File: src/rtl/scr1_memif_pkg.sv
// Shared memory-interface types for the SCR1 data-memory path.
// Covers request command/width/response encodings and dmem router selectors.
package scr1_memif_pkg;

    typedef enum logic {
        SCR1_MEM_CMD_RD,
        SCR1_MEM_CMD_WR
    } type_scr1_mem_cmd_e;

    typedef enum logic [1:0] {
        SCR1_MEM_WIDTH_BYTE,
        SCR1_MEM_WIDTH_HWORD,
        SCR1_MEM_WIDTH_WORD,
        SCR1_MEM_WIDTH_ERROR
    } type_scr1_mem_width_e;

    typedef enum logic [1:0] {
        SCR1_MEM_RESP_NOTRDY,
        SCR1_MEM_RESP_RDY_OK,
        SCR1_MEM_RESP_RDY_ER
    } type_scr1_mem_resp_e;

    typedef enum logic [1:0] {
        SCR1_SEL_PORT0,
        SCR1_SEL_PORT1,
        SCR1_SEL_PORT2
    } type_scr1_dmem_router_sel_e;

    typedef enum logic [1:0] {
        IDLE,
        WAIT,
        ABORT
    } type_scr1_dmem_router_fsm_e;

endpackage

File: src/rtl/scr1_dmem_router_decode.sv
// Address decoder for the dmem router: port1 (TCM) wins over port2 (timer),
// anything unmatched goes to port0 (AHB bridge).
module scr1_dmem_router_decode
    import scr1_memif_pkg::*;
#(
    parameter logic [31:0] PORT1_ADDR_MASK    = 32'hFFFF_0000,
    parameter logic [31:0] PORT1_ADDR_PATTERN = 32'h0048_0000,
    parameter logic [31:0] PORT2_ADDR_MASK    = 32'hFFFF_FFE0,
    parameter logic [31:0] PORT2_ADDR_PATTERN = 32'h0049_0000
) (
    input  logic [31:0]                addr_i,
    output type_scr1_dmem_router_sel_e sel_o
);

    logic hit1;
    logic hit2;

    assign hit1 = (addr_i & PORT1_ADDR_MASK) == PORT1_ADDR_PATTERN;
    assign hit2 = (addr_i & PORT2_ADDR_MASK) == PORT2_ADDR_PATTERN;

    always_comb begin
        sel_o = SCR1_SEL_PORT0;
        if (hit1) begin
            sel_o = SCR1_SEL_PORT1;
        end else if (hit2) begin
            sel_o = SCR1_SEL_PORT2;
        end
    end

endmodule

File: src/rtl/scr1_dmem_router.sv
// Core dmem router to AHB bridge (port0), TCM (port1) and timer (port2).
// Define SCR1_DMEM_ROUTER_TIMEOUT_EN to enable the response timeout / ABORT state.
module scr1_dmem_router
    import scr1_memif_pkg::*;
#(
    parameter logic [31:0] PORT1_ADDR_MASK    = 32'hFFFF_0000,
    parameter logic [31:0] PORT1_ADDR_PATTERN = 32'h0048_0000,
    parameter logic [31:0] PORT2_ADDR_MASK    = 32'hFFFF_FFE0,
    parameter logic [31:0] PORT2_ADDR_PATTERN = 32'h0049_0000
`ifdef SCR1_DMEM_ROUTER_TIMEOUT_EN
    ,
    parameter int          TIMEOUT_CYCLES     = 16
`endif
) (
    input  logic                 clk,
    input  logic                 rst_n,
    input  logic                 dmem_req_i,
    input  type_scr1_mem_cmd_e   dmem_cmd_i,
    input  type_scr1_mem_width_e dmem_width_i,
    input  logic [31:0]          dmem_addr_i,
    input  logic [31:0]          dmem_wdata_i,
    output logic                 dmem_req_ack_o,
    output logic [31:0]          dmem_rdata_o,
    output type_scr1_mem_resp_e  dmem_resp_o,
    output logic                 port0_req_o,
    output type_scr1_mem_cmd_e   port0_cmd_o,
    output type_scr1_mem_width_e port0_width_o,
    output logic [31:0]          port0_addr_o,
    output logic [31:0]          port0_wdata_o,
    input  logic                 port0_req_ack_i,
    input  logic [31:0]          port0_rdata_i,
    input  type_scr1_mem_resp_e  port0_resp_i,
    output logic                 port1_req_o,
    output type_scr1_mem_cmd_e   port1_cmd_o,
    output type_scr1_mem_width_e port1_width_o,
    output logic [31:0]          port1_addr_o,
    output logic [31:0]          port1_wdata_o,
    input  logic                 port1_req_ack_i,
    input  logic [31:0]          port1_rdata_i,
    input  type_scr1_mem_resp_e  port1_resp_i,
    output logic                 port2_req_o,
    output type_scr1_mem_cmd_e   port2_cmd_o,
    output type_scr1_mem_width_e port2_width_o,
    output logic [31:0]          port2_addr_o,
    output logic [31:0]          port2_wdata_o,
    input  logic                 port2_req_ack_i,
    input  logic [31:0]          port2_rdata_i,
    input  type_scr1_mem_resp_e  port2_resp_i
);

    type_scr1_dmem_router_fsm_e state_d, state_q;
    type_scr1_dmem_router_sel_e sel_d, sel_q, sel_dec;
    type_scr1_mem_resp_e        port_resp [3];
    type_scr1_mem_resp_e        resp_cur;
    logic [31:0]                port_rdata [3];
    logic [2:0]                 port_ack;
    logic [2:0]                 port_req;
    logic                       fwd;
`ifdef SCR1_DMEM_ROUTER_TIMEOUT_EN
    logic [7:0]                 cnt_d, cnt_q;
`endif

    scr1_dmem_router_decode #(
        .PORT1_ADDR_MASK    (PORT1_ADDR_MASK),
        .PORT1_ADDR_PATTERN (PORT1_ADDR_PATTERN),
        .PORT2_ADDR_MASK    (PORT2_ADDR_MASK),
        .PORT2_ADDR_PATTERN (PORT2_ADDR_PATTERN)
    ) u_decode (
        .addr_i (dmem_addr_i),
        .sel_o  (sel_dec)
    );

    assign port_resp[0]  = port0_resp_i;
    assign port_resp[1]  = port1_resp_i;
    assign port_resp[2]  = port2_resp_i;
    assign port_rdata[0] = port0_rdata_i;
    assign port_rdata[1] = port1_rdata_i;
    assign port_rdata[2] = port2_rdata_i;
    assign port_ack      = {port2_req_ack_i, port1_req_ack_i, port0_req_ack_i};
    assign resp_cur      = port_resp[sel_q];

    always_comb begin
        state_d        = state_q;
        sel_d          = sel_q;
        port_req       = '0;
        dmem_req_ack_o = 1'b0;
        dmem_resp_o    = SCR1_MEM_RESP_NOTRDY;
        dmem_rdata_o   = '0;
        fwd            = 1'b0;
`ifdef SCR1_DMEM_ROUTER_TIMEOUT_EN
        cnt_d          = cnt_q;
`endif
        unique case (state_q)
            IDLE: fwd = 1'b1;
            WAIT: begin
                dmem_resp_o  = resp_cur;
                dmem_rdata_o = port_rdata[sel_q];
                if (resp_cur != SCR1_MEM_RESP_NOTRDY) begin
                    fwd     = 1'b1;
                    state_d = IDLE;
`ifdef SCR1_DMEM_ROUTER_TIMEOUT_EN
                end else if (cnt_q == 8'(TIMEOUT_CYCLES - 1)) begin
                    dmem_resp_o = SCR1_MEM_RESP_RDY_ER;
                    state_d     = ABORT;
                end else begin
                    cnt_d = cnt_q + 8'd1;
`endif
                end
            end
`ifdef SCR1_DMEM_ROUTER_TIMEOUT_EN
            // Drain the late response of the timed-out target, hidden from the core.
            ABORT: begin
                if (resp_cur != SCR1_MEM_RESP_NOTRDY) begin
                    state_d = IDLE;
                end
            end
`endif
            default: state_d = IDLE;
        endcase
        if (fwd && rst_n) begin
            port_req[sel_dec] = dmem_req_i;
            dmem_req_ack_o    = dmem_req_i & port_ack[sel_dec];
            if (dmem_req_i && port_ack[sel_dec]) begin
                sel_d   = sel_dec;
                state_d = WAIT;
`ifdef SCR1_DMEM_ROUTER_TIMEOUT_EN
                cnt_d   = '0;
`endif
            end
        end
        if (!rst_n) begin
            dmem_resp_o  = SCR1_MEM_RESP_NOTRDY;
            dmem_rdata_o = '0;
        end
    end

    always_ff @(posedge clk) begin
        if (!rst_n) begin
            state_q <= IDLE;
            sel_q   <= SCR1_SEL_PORT0;
`ifdef SCR1_DMEM_ROUTER_TIMEOUT_EN
            cnt_q   <= '0;
`endif
        end else begin
            state_q <= state_d;
            sel_q   <= sel_d;
`ifdef SCR1_DMEM_ROUTER_TIMEOUT_EN
            cnt_q   <= cnt_d;
`endif
        end
    end

    assign port0_req_o   = port_req[0];
    assign port1_req_o   = port_req[1];
    assign port2_req_o   = port_req[2];
    assign port0_cmd_o   = dmem_cmd_i;
    assign port1_cmd_o   = dmem_cmd_i;
    assign port2_cmd_o   = dmem_cmd_i;
    assign port0_width_o = dmem_width_i;
    assign port1_width_o = dmem_width_i;
    assign port2_width_o = dmem_width_i;
    assign port0_addr_o  = dmem_addr_i;
    assign port1_addr_o  = dmem_addr_i;
    assign port2_addr_o  = dmem_addr_i;
    assign port0_wdata_o = dmem_wdata_i;
    assign port1_wdata_o = dmem_wdata_i;
    assign port2_wdata_o = dmem_wdata_i;

endmodule

File: config.mk
export PLATFORM = sky130hd
export DESIGN_NAME = scr1_dmem_router
export DESIGN_NICKNAME = d
export VERILOG_FILES = /design/src/rtl/scr1_memif_pkg.sv /design/src/rtl/scr1_dmem_router_decode.sv /design/src/rtl/scr1_dmem_router.sv
export SDC_FILE = /design/constraint.sdc
export NUM_CORES = 1
export LEC_CHECK = 0
export BUFFER_PORTS_ARGS = -buffer_cell sky130_fd_sc_hd__buf_4
export CELL_PAD_IN_SITES_DETAIL_PLACEMENT = 1
export CELL_PAD_IN_SITES_GLOBAL_PLACEMENT = 1
export CORE_AREA = 2 2 163 165
export DETAILED_ROUTE_END_ITERATION = 16
export DIE_AREA = 0 0 165 167
export PLACE_DENSITY = 0.65
export RECOVER_POWER = 100
export SLEW_MARGIN = 20
export SYNTH_ARGS = -nofsm -noshare
export SYNTH_HDL_FRONTEND = slang
export SYNTH_SLANG_ARGS = --single-unit
export TNS_END_PERCENT = 5
File: constraint.sdc
create_clock -name clk -period 1.57 [get_ports clk]
set_input_delay 0 -clock clk [delete_from_list [all_inputs] [get_ports clk]]
set_output_delay 0 -clock clk [all_outputs]
set_load 0.02 [all_outputs]
# Word level (Yosys, flattened, before mapping)
# Cells that the tools add are included.
[op_classes]
n_mux = 24
n_eq_ne = 3
n_lt_le_gt_ge = 3
bitwise_logic = 3
reduce_logical = 6
[op_table]
columns = ["cell", "count"]
rows = [
  ["two-way mux 32 bit", 4],
  ["binary-select mux 32 bit (select 2 bit)", 1],
  ["equality test 27 x 18 -> 1 bit (second input constant)", 1],
  ["two-way mux 2 bit", 9],
  ["equality test 16 x 7 -> 1 bit (second input constant)", 1],
  ["binary-select mux 2 bit (select 2 bit)", 1],
  ["two-way mux 1 bit", 4],
  ["case mux 2 bit (2 select lines)", 1],
  ["bitwise AND 3 bit", 1],
  ["greater-or-equal comparator 3 bit (second input constant)", 1],
  ["logical AND 1 bit", 3],
  ["less-than comparator 2 x 3 -> 1 bit (second input constant)", 1],
  ["two-way mux 3 bit", 1],
  ["NOT 2 -> 3 bit", 1],
  ["binary-select mux 1 bit (select 2 bit)", 1],
  ["demux 1 bit (select 2 bit)", 1],
  ["equality test 2 x 1 -> 1 bit (second input constant)", 1],
  ["greater-or-equal comparator 2 x 1 -> 1 bit (second input constant)", 1],
  ["logical NOT 2 bit", 1],
  ["case mux 1 bit (2 select lines)", 1],
  ["AND reduction 2 bit", 1],
  ["nonzero test 2 bit", 1],
  ["bitwise AND 1 bit", 1],
]
[totals]
out_inout_bits = 239
register_bits = 4
wordCells = 41
in_bits = 175

# Longest topological paths before layout
[logic_depth]
ltp_word = 9
depth_mapped = 7

# Modules after synthesis
# From an unflattened synthesis, not the netlist that was laid out.
[hier_totals]
hier_cells = 390
area_unflattened_um2 = 2691.3
[modules_own_cells]
columns = ["mod", "area_each_um2", "seq_area_each_um2", "instances", "cells_per_inst"]
rows = [
  ["scr1_dmem_router", 2601.2, 80.1, 1, 378],
  ["scr1_dmem_router_decode", 90.1, 0.0, 1, 12],
]

# Worst setup path after synthesis
# OpenSTA, ideal clock, no wires.
[synth_path]
path_kind = "register to register"
startpoint = "reg sel_q[1]"
endpoint = "reg sel_q[0]"
stages_incl_launch_ff = 8
arrival_ps = 1506
path_slack_ps = -71
t_required_ps = 1435
setup_ps = 135
path_cell_list = "dfxtp_1 -> buf_4 -> nor2b_4 -> buf_6 -> a2bb2oi_2 -> a31o_4 -> nor3_2 -> o21ai_1"
[synth_between]
elab_chain_len = 9
[synth_rtl]
columns = ["item", "line", "source"]
rows = [
  ["start: declaration", "scr1_dmem_router.sv:52", "type_scr1_dmem_router_sel_e sel_d, sel_q, sel_dec;"],
  ["start signal: assignment", "scr1_dmem_router.sv:146", "sel_q <= sel_d;"],
  ["NOT 2 -> 3 bit (not written as such)", "scr1_dmem_router.sv:80", "assign resp_cur = port_resp[sel_q];"],
  ["binary-select mux 2 bit (select 2 bit)", "scr1_dmem_router.sv:80", ""],
  ["two-way mux 2 bit (not written as such) (2 in a row)", "scr1_dmem_router.sv:80", ""],
  ["nonzero test 2 bit", "scr1_dmem_router.sv:98", "if (resp_cur != SCR1_MEM_RESP_NOTRDY) begin"],
  ["two-way mux 1 bit", "scr1_dmem_router.sv:98", ""],
  ["case mux 1 bit (2 select lines)", "scr1_dmem_router.sv:93", "unique case (state_q)"],
  ["logical AND 1 bit", "scr1_dmem_router.sv:120", "if (fwd && rst_n) begin"],
  ["AND reduction 2 bit (no line)", "-", ""],
]
# Every way passes these cells. The select of a mux whose other input is x is not followed.
# A chain may end at the register's enable or synchronous reset.

# Worst setup path after layout
[layout_path]
startpoint = "reg sel_q[0]"
endpoint = "out port0_req_o"
[layout_between]
elab_chain_len = 9
[layout_rtl]
columns = ["item", "line", "source"]
rows = [
  ["NOT 2 -> 3 bit (not written as such)", "scr1_dmem_router.sv:80", ""],
  ["binary-select mux 2 bit (select 2 bit)", "scr1_dmem_router.sv:80", ""],
  ["two-way mux 2 bit (not written as such) (2 in a row)", "scr1_dmem_router.sv:80", ""],
  ["nonzero test 2 bit", "scr1_dmem_router.sv:98", ""],
  ["two-way mux 1 bit", "scr1_dmem_router.sv:98", ""],
  ["case mux 1 bit (2 select lines)", "scr1_dmem_router.sv:93", ""],
  ["logical AND 1 bit", "scr1_dmem_router.sv:120", ""],
  ["two-way mux 3 bit", "scr1_dmem_router.sv:120", ""],
  ["end: declaration", "scr1_dmem_router.sv:25", "output logic port0_req_o,"],
]
# Every way passes these cells. The select of a mux whose other input is x is not followed.

==> flow_summary.yaml <==
critical_path:
  cp_cell_sequence: "mux2i_2, a2bb2oi_2, a31o_4, buf_6, nor2_1, buf_4"
  cp.depth: 6
  r2r_end: "sel_q[1]"
  worst-r2r-setup-slack_ps: -10
  critPathMaxFanout: 6
  startpoint: "sel_q[0]"
  start_kind: "flip-flop"
  cpMaxStageDelayCell: "dfxtp_4"
  required_ps: 1570
  crit_end: "port0_req_o"
  crit_path_max_incr_delay_ps: 410
  end_kind: "output pin"
  r2r-start: "sel_q[0]"
  criticalPathCategory: "flip-flop to output pin"
  cp.arrival_ps: 1640
  ff2ff_path_depth: 5
  cp_num_buf_inv: 2
  path_delay_family: "compound AO/OA/AOI/OAI gates"
die:
  die_w_um: 165
  ios: 414
  dieArea_mm2: 0.02756
  initial_core_util_pct: 10.37
  core_mm2: 0.02576
  die_h_um: 167
  rows: 59
pwr:
  pwr-share-seq_pct: 8.7
  p_int_uw: 759.2
  switching_share_pct: 35.56
  irDropWorstVdd_mv: 0.2796
  p_sw_uw: 419.1
  combPwrFrac_pct: 57.7
  p_leak_uw: 0.001518
  p_clk_share_pct: 33.6
  p_per_area_mw_per_mm2: 337.7
synth:
  ys_seq_elements: 4
  netlist_instances: 388
  yosys_warnings: 0
  synth.distinct_cells: 31
  netlist.area_leader.share_pct: 57.05
  syn_area_per_cell_um2: 6.885
  postSynthNetCount: 563
  async_flop_share_pct: 0
  synth_edf_count: 0
  ys.flop_type: "dfxtp_1"
  netlist_area_mm2: 0.002671
  synth_area_leaders: "buf_4, mux2i_1, nor2_1, a21oi_1, dfxtp_1"
  yosys.area.top_type: "buf_4"
  yosysSeqAreaShare_pct: 2.998
clock_network:
  clk_pin_slew_worst_paths_ps: 30
  tritoncts: "done"
  clkLatencyLatePin_ps: 220
  cts_max_level: 1
  cts.sinks: 4
  cts_root_buffer: "clkbuf_16"
  postCtsHoldBufs: 0
  clockBufferDepth: 2
  cts_made_buffers: 3
global_routing:
  grt_pass1_vias: 2734
  grt_pass1_wl_mm: 15.65
  grt_max_degree: 23
  grt_overflow: 0
  antenna_found_initial: 0
  gr-usage-all-layers_pct: 7.607
sta:
  clock_skew_ps: 0.1002
  setup_viol: 4
  worst_slack_ps: -68.79
  fin_crit_sh_pct: 104.4
  slew_viol_final: 0
  min_period_ps: 1639
  whs_ps: 0.01512
  fmax_ghz: 0.6102
  rsz0062_at_grt: "yes"
  hold_violations: 0
cells_and_area:
  final_cell_mix: "buf_4, clkbuf_1, nor2_1, a21oi_1, mux2i_1"
  finalNetCount: 632
  postLayoutCoreUtil_pct: 13.54
  multi_input_comb_area_mm2: 0.001046
  finish.instance_area_mm2: 0.003490
  area_delta_synth_final_pct: 30.63
  regArea_um2: 87.58
  n_antenna_cell: 0
  fillerInstances: 3202
  layout_commonest_cell: "buf_4"
  drive_gt1_share_pct: 48.13
routing:
  drc: 0
  drtAntennaViolNets: 0
  post_drt_wl_per_cell_um: 14.53
  viasPerCell: 3.273
  drt_iter0_drc: 62
  first_pass_iters: 4
  num_vias: 2586
  wirelength_mm: 11.48
run_status:
  outcome: "finished, violations left"
  violations: "negative setup slack"
flow_run:
  maxCapViolations: 0
placement:
  place_area_mm2: 0.003650
  portBuffers: 253
  place_hpwl_mm: 10.14
  gp_congestion: 0.7586
worst_hold_path:
  hold_start: "dmem_width_i[0]"
  hold_path_class: "input port to output pin"
power groups by stage:
stage                     Sequential (µW)  Combinational, µW  Clock, µW
final                                 102                680        396
after global routing                  102                733        411
after CTS                             104                783        408
after detailed placement              107                775          0
after global placement                107                766          0
after floorplan                       107                845          0
per-layer routing:
metal  global-route usage (%)  routed length [µm]  up-vias
met2                    14.98                6054      214
li1                         -                   -     1188
met4                    3.365                 376        0
met5                        0                   0        -
met1                    6.773                3695     1154
met3                    2.690                1353       30
worst min-delay path by stage:
stage	endpoint	cells after the start	slack, ps
after global routing	port2_wdata_o[25]	0	0.08
after detailed placement	port1_wdata_o[3]	0	0.3
after CTS	port1_wdata_o[3]	0	0.3
after floorplan	port1_req_o	1	90
after global placement	port1_wdata_o[3]	0	0.3
final	port1_width_o[0]	0	0.02
cells in the mapped netlist (2+ instances only):
master	count
buf_2	3
a21oi_1	34
buf_1	2
clkbuf_1	7
nor4_1	4
buf_4	203
nor2_1	67
a2bb2oi_2	2
nand4_1	2
dfxtp_1	4
nor3_1	3
inv_1	2
nand2_1	3
mux2i_1	34
nor2b_1	2
repair_timing:
action,4_1_cts,5_1_grt
resized for setup,11,3
setup buffers,0,1
setup endpoints to repair,12,36
pin swaps,2,3
final cells by class:
| cell class | count | area share (%) |
|---|---|---|
| clock buffer | 3 | 2.151 |
| timing repair buffer | 280 | 53.14 |
| sequential | 4 | 2.510 |
| inverter | 2 | 0.2151 |
| tap | 335 | 12.01 |
| multi-input combinational | 166 | 29.97 |
metrics by stage:
step	worst slack (ps)	TNS, ps	total power, µW	std cells
after floorplan	-4.709	-7.476	951.2	388
after detailed placement	-72.26	-183.3	881.6	786
after CTS	-72.35	-241.1	1295	789
after global placement	-83.02	-217.7	873.1	786
after global routing	-128.1	-1553	1246	790
final	-68.79	-181.6	1178	790
flip-flops by register name (all words and copies together) (netlist names):
| signal | flops |
|---|---|
| sel_q | 2 |
| state_q | 2 |
cells by family (layout without fill, tap and decap cells):
| logic type | after synthesis | in the layout | synth area share (%) |
|---|---|---|---|
| other cells | 1 | 1 | 0.1404 |
| flops | 4 | 4 | 2.998 |
| buf+inv | 218 | 285 | 59.58 |
| simple gates | 89 | 89 | 14.94 |
| compound gates | 42 | 42 | 9.602 |
| mux | 34 | 34 | 12.74 |
worst reg2reg max path, stage by stage (launching register included):
cell and delay [ps]:
dfxtp_4 370, mux2i_2 170, a2bb2oi_2 150, a31o_4 260
or4_1 410, a21boi_1 140
Note: power is estimated with default switching activity, not from simulation.
